<file path="src/rtl/cpu_pkg.sv">
// ----------------------------------------------------------------------------
// cpu_pkg: shared types and constants for the MIPS front end.
// Rev 1.0
// ----------------------------------------------------------------------------
`default_nettype none

package cpu_pkg;

  typedef enum logic [1:0] {
    IDLE    = 2'd0,
    FETCH   = 2'd1,
    HOLD    = 2'd2,
    DISCARD = 2'd3
  } fetch_state_t;

  localparam logic [31:0] NOP_INST         = 32'h0;
  localparam logic [31:0] DEFAULT_RESET_PC = 32'h0;

endpackage

`default_nettype wire

</file>
<file path="src/rtl/if_skid_reg.sv">
// ----------------------------------------------------------------------------
// if_skid_reg: one-entry {valid, inst, pc4} holding register for stalled fetches.
// Rev 1.0
// ----------------------------------------------------------------------------
`default_nettype none

module if_skid_reg
  import cpu_pkg::*;
#(
  parameter int unsigned ADDR_W = 32,
  parameter int unsigned DATA_W = 32
) (
  input  logic              clk_i,
  input  logic              rst_i,
  input  logic              load_i,
  input  logic              clear_i,
  input  logic [DATA_W-1:0] inst_i,
  input  logic [ADDR_W-1:0] pc4_i,
  output logic              valid_o,
  output logic [DATA_W-1:0] inst_o,
  output logic [ADDR_W-1:0] pc4_o
);

  logic              valid_q;
  logic [DATA_W-1:0] inst_q;
  logic [ADDR_W-1:0] pc4_q;

  // Clear wins over load so a redirect always empties the entry.
  always_ff @(posedge clk_i or negedge rst_i) begin
    if (!rst_i) begin
      valid_q <= 1'b0;
      inst_q  <= DATA_W'(NOP_INST);
      pc4_q   <= '0;
    end else if (clear_i) begin
      valid_q <= 1'b0;
      inst_q  <= DATA_W'(NOP_INST);
      pc4_q   <= '0;
    end else if (load_i) begin
      valid_q <= 1'b1;
      inst_q  <= inst_i;
      pc4_q   <= pc4_i;
    end
  end

  assign valid_o = valid_q;
  assign inst_o  = inst_q;
  assign pc4_o   = pc4_q;

endmodule

`default_nettype wire

</file>
<file path="src/rtl/if_fetch_stage.sv">
// ----------------------------------------------------------------------------
// if_fetch_stage: IF stage with imem req/ack, 1-entry skid and branch redirect.
// Rev 1.0
// ----------------------------------------------------------------------------
`default_nettype none

module if_fetch_stage
  import cpu_pkg::*;
#(
  parameter int unsigned       ADDR_W   = 32,
  parameter int unsigned       DATA_W   = 32,
  parameter logic [ADDR_W-1:0] RESET_PC = ADDR_W'(DEFAULT_RESET_PC)
) (
  input  logic              clk_i,
  input  logic              rst_i,
  input  logic              start_i,
  output logic              imem_req_o,
  output logic [ADDR_W-1:0] imem_addr_o,
  input  logic              imem_ack_i,
  input  logic [DATA_W-1:0] imem_data_i,
  input  logic              stall_i,
  input  logic              redirect_i,
  input  logic [ADDR_W-1:0] redirect_pc_i,
  output logic              ifid_valid_o,
  output logic [DATA_W-1:0] ifid_inst_o,
  output logic [ADDR_W-1:0] ifid_pc4_o,
  output logic [ADDR_W-1:0] pc_o
);

  localparam logic [ADDR_W-1:0] PC_STEP = ADDR_W'(4);
  localparam logic [DATA_W-1:0] NOP     = DATA_W'(NOP_INST);

  fetch_state_t      state_q, state_d;
  logic [ADDR_W-1:0] pc_q, pc_d;
  logic [ADDR_W-1:0] req_addr_q, req_addr_d;
  logic              pend_q, pend_d;
  logic              ifid_valid_q, ifid_valid_d;
  logic [DATA_W-1:0] ifid_inst_q, ifid_inst_d;
  logic [ADDR_W-1:0] ifid_pc4_q, ifid_pc4_d;

  logic              req, ack;
  logic [ADDR_W-1:0] target, fetch_pc4;
  logic              skid_load, skid_clear, skid_valid;
  logic [DATA_W-1:0] skid_inst;
  logic [ADDR_W-1:0] skid_pc4;

  // pend_q marks a request on the bus; req comes only from flops.
  assign req       = (state_q == DISCARD) || ((state_q == FETCH) && pend_q);
  assign ack       = req && imem_ack_i;
  assign target    = redirect_pc_i & ~ADDR_W'(3);
  assign fetch_pc4 = req_addr_q + PC_STEP;

  always_comb begin
    state_d      = state_q;
    pc_d         = pc_q;
    req_addr_d   = req_addr_q;
    pend_d       = pend_q;
    ifid_valid_d = ifid_valid_q;
    ifid_inst_d  = ifid_inst_q;
    ifid_pc4_d   = ifid_pc4_q;
    skid_load    = 1'b0;
    skid_clear   = 1'b0;
    unique case (state_q)
      IDLE: begin
        if (start_i) begin
          state_d    = FETCH;
          req_addr_d = pc_q;
          pend_d     = !stall_i;
        end
      end
      FETCH: begin
        if (redirect_i) begin
          pc_d         = target;
          ifid_valid_d = 1'b0;
          ifid_inst_d  = NOP;
          skid_clear   = 1'b1;
          // An unanswered request must still be drained before refetching.
          if (pend_q && !imem_ack_i) begin
            state_d = DISCARD;
          end else begin
            req_addr_d = target;
            pend_d     = !stall_i;
          end
        end else if (ack) begin
          pc_d       = pc_q + PC_STEP;
          req_addr_d = pc_q + PC_STEP;
          if (stall_i) begin
            skid_load = 1'b1;
            pend_d    = 1'b0;
            state_d   = HOLD;
          end else begin
            ifid_valid_d = 1'b1;
            ifid_inst_d  = imem_data_i;
            ifid_pc4_d   = fetch_pc4;
            pend_d       = 1'b1;
          end
        end else begin
          pend_d = pend_q || !stall_i;
          if (!stall_i) begin
            ifid_valid_d = 1'b0;
            ifid_inst_d  = NOP;
          end
        end
      end
      HOLD: begin
        if (redirect_i) begin
          pc_d         = target;
          req_addr_d   = target;
          ifid_valid_d = 1'b0;
          ifid_inst_d  = NOP;
          skid_clear   = 1'b1;
          pend_d       = !stall_i;
          state_d      = FETCH;
        end else if (!stall_i) begin
          ifid_valid_d = skid_valid;
          ifid_inst_d  = skid_inst;
          ifid_pc4_d   = skid_pc4;
          skid_clear   = 1'b1;
          req_addr_d   = pc_q;
          pend_d       = 1'b1;
          state_d      = FETCH;
        end
      end
      DISCARD: begin
        if (redirect_i) pc_d = target;
        if (imem_ack_i) begin
          req_addr_d = pc_d;
          pend_d     = !stall_i;
          state_d    = FETCH;
        end
      end
      default: state_d = IDLE;
    endcase
  end

  always_ff @(posedge clk_i or negedge rst_i) begin
    if (!rst_i) begin
      state_q      <= IDLE;
      pc_q         <= RESET_PC;
      req_addr_q   <= RESET_PC;
      pend_q       <= 1'b0;
      ifid_valid_q <= 1'b0;
      ifid_inst_q  <= NOP;
      ifid_pc4_q   <= '0;
    end else begin
      state_q      <= state_d;
      pc_q         <= pc_d;
      req_addr_q   <= req_addr_d;
      pend_q       <= pend_d;
      ifid_valid_q <= ifid_valid_d;
      ifid_inst_q  <= ifid_inst_d;
      ifid_pc4_q   <= ifid_pc4_d;
    end
  end

  if_skid_reg #(
    .ADDR_W(ADDR_W),
    .DATA_W(DATA_W)
  ) u_skid (
    .clk_i  (clk_i),
    .rst_i  (rst_i),
    .load_i (skid_load),
    .clear_i(skid_clear),
    .inst_i (imem_data_i),
    .pc4_i  (fetch_pc4),
    .valid_o(skid_valid),
    .inst_o (skid_inst),
    .pc4_o  (skid_pc4)
  );

  assign imem_req_o   = req;
  assign imem_addr_o  = req_addr_q;
  assign ifid_valid_o = ifid_valid_q;
  assign ifid_inst_o  = ifid_inst_q;
  assign ifid_pc4_o   = ifid_pc4_q;
  assign pc_o         = pc_q;

endmodule

`default_nettype wire

</file>
<file path="config.mk">
export PLATFORM = sky130hd
export DESIGN_NAME = if_fetch_stage
export DESIGN_NICKNAME = d
export VERILOG_FILES = /design/src/rtl/cpu_pkg.sv /design/src/rtl/if_skid_reg.sv /design/src/rtl/if_fetch_stage.sv
export SDC_FILE = /design/constraint.sdc
export NUM_CORES = 1
export LEC_CHECK = 0
export CAP_MARGIN = 40
export CORE_MARGIN = 4
export CORE_UTILIZATION = 53
export CTS_CLUSTER_SIZE = 28
export DETAILED_ROUTE_END_ITERATION = 6
export PLACE_DENSITY = 0.87
export SLEW_MARGIN = 5
export SYNTH_ARGS = -nofsm -noshare
export SYNTH_HDL_FRONTEND = slang
export SYNTH_SLANG_ARGS = --single-unit
</file>
<file path="constraint.sdc">
create_clock -name clk_i -period 3.4 [get_ports clk_i]
set_clock_uncertainty 0.15 [all_clocks]
set_input_delay 0.68 -clock clk_i [delete_from_list [all_inputs] [get_ports clk_i]]
set_output_delay 0.68 -clock clk_i [all_outputs]
set_load 0.1 [all_outputs]
</file>
**Word-level counts from Yosys, hierarchy flattened**

Index checks and enable logic that the tools add are counted.

- Register bits: 197
- Input bits: 70
- Output and inout bits: 130
- Word-level logic and storage cells: 107

- Add/sub/neg operators: 2
- Equal/unequal tests: 16
- Mux-type cells: 61
- Reductions and logical operators: 18

Operators by type and width:

| kind | number |
|---|---|
| $mux W32 | 24 |
| $pmux W32 S2 | 3 |
| $pmux W32 S4 | 1 |
| $add A32 B3 Y32 const B | 2 |
| $mux W1 | 21 |
| $mux W2 | 8 |
| $ne A3 B3 Y1 const B | 5 |
| $ne A2 B2 Y1 const B | 7 |
| $reduce_and A6 Y1 | 2 |
| $pmux W2 S4 | 1 |
| $reduce_bool A2 Y1 | 3 |
| $reduce_and A5 Y1 | 1 |
| $eq A2 B2 Y1 const B | 2 |
| $pmux W1 S2 | 2 |
| $pmux W1 S4 | 1 |
| $reduce_and A4 Y1 | 1 |
| $logic_and A1 B1 Y1 | 3 |
| $ne A3 B2 Y1 const B | 1 |
| $reduce_and A3 Y1 | 1 |
| $eq A2 B1 Y1 const B | 1 |
| $logic_not A1 Y1 | 2 |
| $logic_not A2 Y1 | 1 |
| $logic_or A1 B1 Y1 | 2 |
| $reduce_and A2 Y1 | 1 |
| $reduce_or A2 Y1 | 1 |

**Longest topological paths before layout**

- Depth in word-level cells: 9
- Mapped depth: 10

**Modules after synthesis**

A second synthesis with hierarchy kept.

- Cell total of the unflattened synthesis: 1258
- Area, all modules: 11482.3 um2

By module, submodules not included:

| module | times used | cells each | area each (um2) |
|---|---|---|---|
| if_fetch_stage | 1 | 1049 | 8846.0 |
| if_skid_reg | 1 | 209 | 2636.3 |

**Least setup slack after synthesis**

Ideal clock, no wire load.

- Path kind: register to register
- Start: reg pc_q[3], in the netlist pc_o[3]
- End: reg pc_q[22], in the netlist pc_o[22]
- Library setup time: 0.123 ns
- Data arrival time: 2.940 ns
- Required time: 3.127 ns
- Slack: 0.187 ns
- Stages on the path, launching flop included: 8
- Buffers on the path: 1
- Cells stage by stage: dfrtp_1 ha_1 nand4_2 or4_4 buf_2 nor3_1 a31oi_1 o221a_2

- Word-level cells in the longest chain between the ends: 4

RTL lines:

| item | line | RTL |
|---|---|---|
| start, declared | if_fetch_stage.sv:34 | `logic [ADDR_W-1:0] pc_q, pc_d;` |
| start signal, assigned | if_fetch_stage.sv:147 | `pc_q <= pc_d;` |
| $add A32 B3 Y32 | if_fetch_stage.sv:85 | `pc_d = pc_q + PC_STEP;` |
| $mux W32 | if_fetch_stage.sv:84 | `end else if (ack) begin` |
| $mux W32 | if_fetch_stage.sv:72 | `if (redirect_i) begin` |
| $pmux W32 S2 | if_fetch_stage.sv:63 | `unique case (state_q)` |

Every way passes these cells. The select of a mux whose other input is x is not followed.
A chain may end at the register's enable or synchronous reset.

**Worst setup path in the final report**

Same ends and word-level chain as after synthesis.

==> reports/metrics.cfg <==
[run_status]
status = finished clean

[sta]
rsz0062_at_grt = false
fmax_mhz = 338.0
drv_slew = 0
max_slew_margin_pct = 45.70
worstMarginPinSlew_ps = 811.4
fin_setup_tns_ps = 0
final.period_utilization_pct = 87.02
post-route-min-period_ps = 2959
final-hold-violation-count = 0
setup_viol_count_final = 0

[global_routing]
grt_pass1_wl_mm = 54.77
grt_pass1_vias = 10070
antenna_found_initial = 1
grt_overflow_total = 0
grtUsageTotal_pct = 30.32
grt_max_degree = 90

[cts]
cts_max_level = 4
clock_latency_ps = 450
cts-root-buf = clkbuf_16
post_cts_buffers = 0
cts_tree = built
clk_pin_slew_ps = 90
holdBufCountCts = 0
cts_resized = 0
clk_path_buf_depth = 2
clock-sinks = 197
cts_buffers = 17

[floorplanning]
die_width_microns = 151.3
ios = 200
fp.coreArea_sq_mm = 0.02023
initial_core_util_pct = 53.75
die_area_sq_mm = 0.02288
dieHeight_microns = 151.3
rows = 52

[route]
routed_wirelength_mm = 34.88
post_drt_wl_per_cell_microns = 21.53
drc = 0
vias = 10630
first_iter_violations = 1448
antenna_left = 0
firstDrtPassIters = 7
via_per_inst = 6.564

[synthesis]
yosys.area.top_type = dfrtp_1
synth_top_area_share_pct = 45.32
yosys_warnings = 0
synth_nets = 1255
avgSynthCellArea_sq_um = 9.225
synth_ff_type = dfrtp_1
yosysSeqAreaShare_pct = 45.32
ys_ff_latch = 197
synth_edf_count = 0
yosys-top-cells-area = dfrtp_1, o21ai_0, mux2i_1
ys_async_sr_fraction_pct = 100.0
syn_area_sq_mm = 0.01088
yosysUniqueCellTypes = 73
syn_inst = 1179

[placement]
dp_hpwl_mm = 23.84
gp_congestion = 0.9339
io_buffers = 197

[setup_path]
r2r-start = pc_o[3]
rr_worst_depth = 6
slowest_delay_ps = 690
crit_chain = ha_1 -> nand4_2 -> or4_4 -> nor3_1 -> a31oi_1 -> o221a_2
reg2reg_slack_ps = 440
slowest_stage = or4_4
crit_path_end_kind = flip-flop
cp.required_ps = 3600
critPathArrivalTime_ps = 3160
worst-setup-path-type = flip-flop to flip-flop
reg2reg_to = pc_o[22]
startpoint_type = flip-flop
crit_fanout = 13

[finish]
nNetsFinal = 1413
layout-drive-gt1-share_pct = 18.81
final_cell_mix = dfrtp_1, buf_4, nand2_1, o21ai_0, clkdlybuf4s50_1
mostFrequentLayoutCell = dfrtp_1
area_growth_pct = 25.04
n_antenna_cell = 0
post-route-util_pct = 67.21

[run]
cap_violations = 0

[worst_hold_path]
hold_class = input pin to async pin

[registers in the layout (all words and copies together) (netlist names)]
register / count
ifid_valid_o: 1
imem_addr_o: 32
u_skid.valid_o: 1
u_skid.pc4_o: 32
state_q: 2
u_skid.inst_o: 32
pend_q: 1
pc_o: 32
ifid_pc4_o: 32
ifid_inst_o: 32
[cell families after synthesis]
logic type | count (synthesis) | synth area share, %
compound gates | 392 | 24.96
simple gates | 379 | 17.38
flops | 197 | 45.32
buf+inv | 124 | 4.440
mux | 56 | 5.188
xor+xnor | 25 | 2.013
fa+ha+maj | 6 | 0.6902
[critical path, delay by kind of cell (launching register included)]
kind / cells / cell delay, ps
AND/OR/NAND/NOR: 3 / 1430
flip-flops: 1 / 500
AO/OA/AOI/OAI: 2 / 420
adder cells (fa/ha/maj): 1 / 350
[routing by layer]
layer	track usage, %	wire length [microns]	vias up
met4	11.51	1354	2
li1	-	-	4733
met3	5.865	3756	133
met1	41.49	13530	5082
met5	0	5	-
met2	47.92	16230	684
[cells in the mapped netlist (6+ instances only)]
cell type  count
and3_1        11
buf_2         11
a22oi_1        6
a221oi_1       6
a22o_1        43
mux2i_1       53
xor2_1        11
o211ai_1      14
buf_1         10
o31a_1         7
clkbuf_1      87
o31ai_1       15
nand2_1      130
o21a_1         7
xnor2_1       14
o2bb2ai_1     14
a31oi_1       24
a21bo_2        9
nand2b_1      24
inv_1         14
nor2_1        60
o21ai_0      108
and4_1         9
nor3_1        24
a221o_1        7
nand3_1       40
nor4_1        16
nand4_1       25
o221ai_1      11
o22ai_1       13
or3_1          8
nor2b_1        6
ha_1           6
a21oi_1       52
dfrtp_1      197
[final cells by class]
type | count | area (sq um)
sequential | 197 | 4930
tap | 270 | 337.8
fill | 1581 | 6634
clock buffer | 17 | 425.4
timing repair buffer | 248 | 2123
multi-input combinational | 858 | 5508
inverter | 15 | 56.30
clock inverter | 15 | 220.2
[how the worst max path moves through the flow]
stage / start / end / slack [ps] / depth (start not counted)
6_report: pc_o[3] / pc_o[22] / 440 / 6
4_1_cts: pc_o[3] / pc_o[22] / 540 / 6
3_3_place_gp: redirect_i / imem_addr_o[13] / 510 / 7
5_1_grt: pc_o[3] / pc_o[22] / 420 / 6
3_5_place_dp: imem_ack_i / imem_addr_o[13] / 450 / 7
2_1_floorplan: pc_o[3] / pc_o[22] / 190 / 7
[stage by stage]
step           cells  area (sq um)  worst slack, ps  hold slack, ps
6_report        1620         13600            441.5           132.5
3_5_place_dp    1588         12950            445.8           316.6
3_3_place_gp    1587         12930            512.8           307.1
5_1_grt         1620         13600            415.8           180.0
2_1_floorplan   1179         10880            187.0           234.4
4_1_cts         1620         13600            536.4           155.1
Power is not shown: default switching activity piles up to over one toggle a cycle in this logic, so the estimate is an artifact.
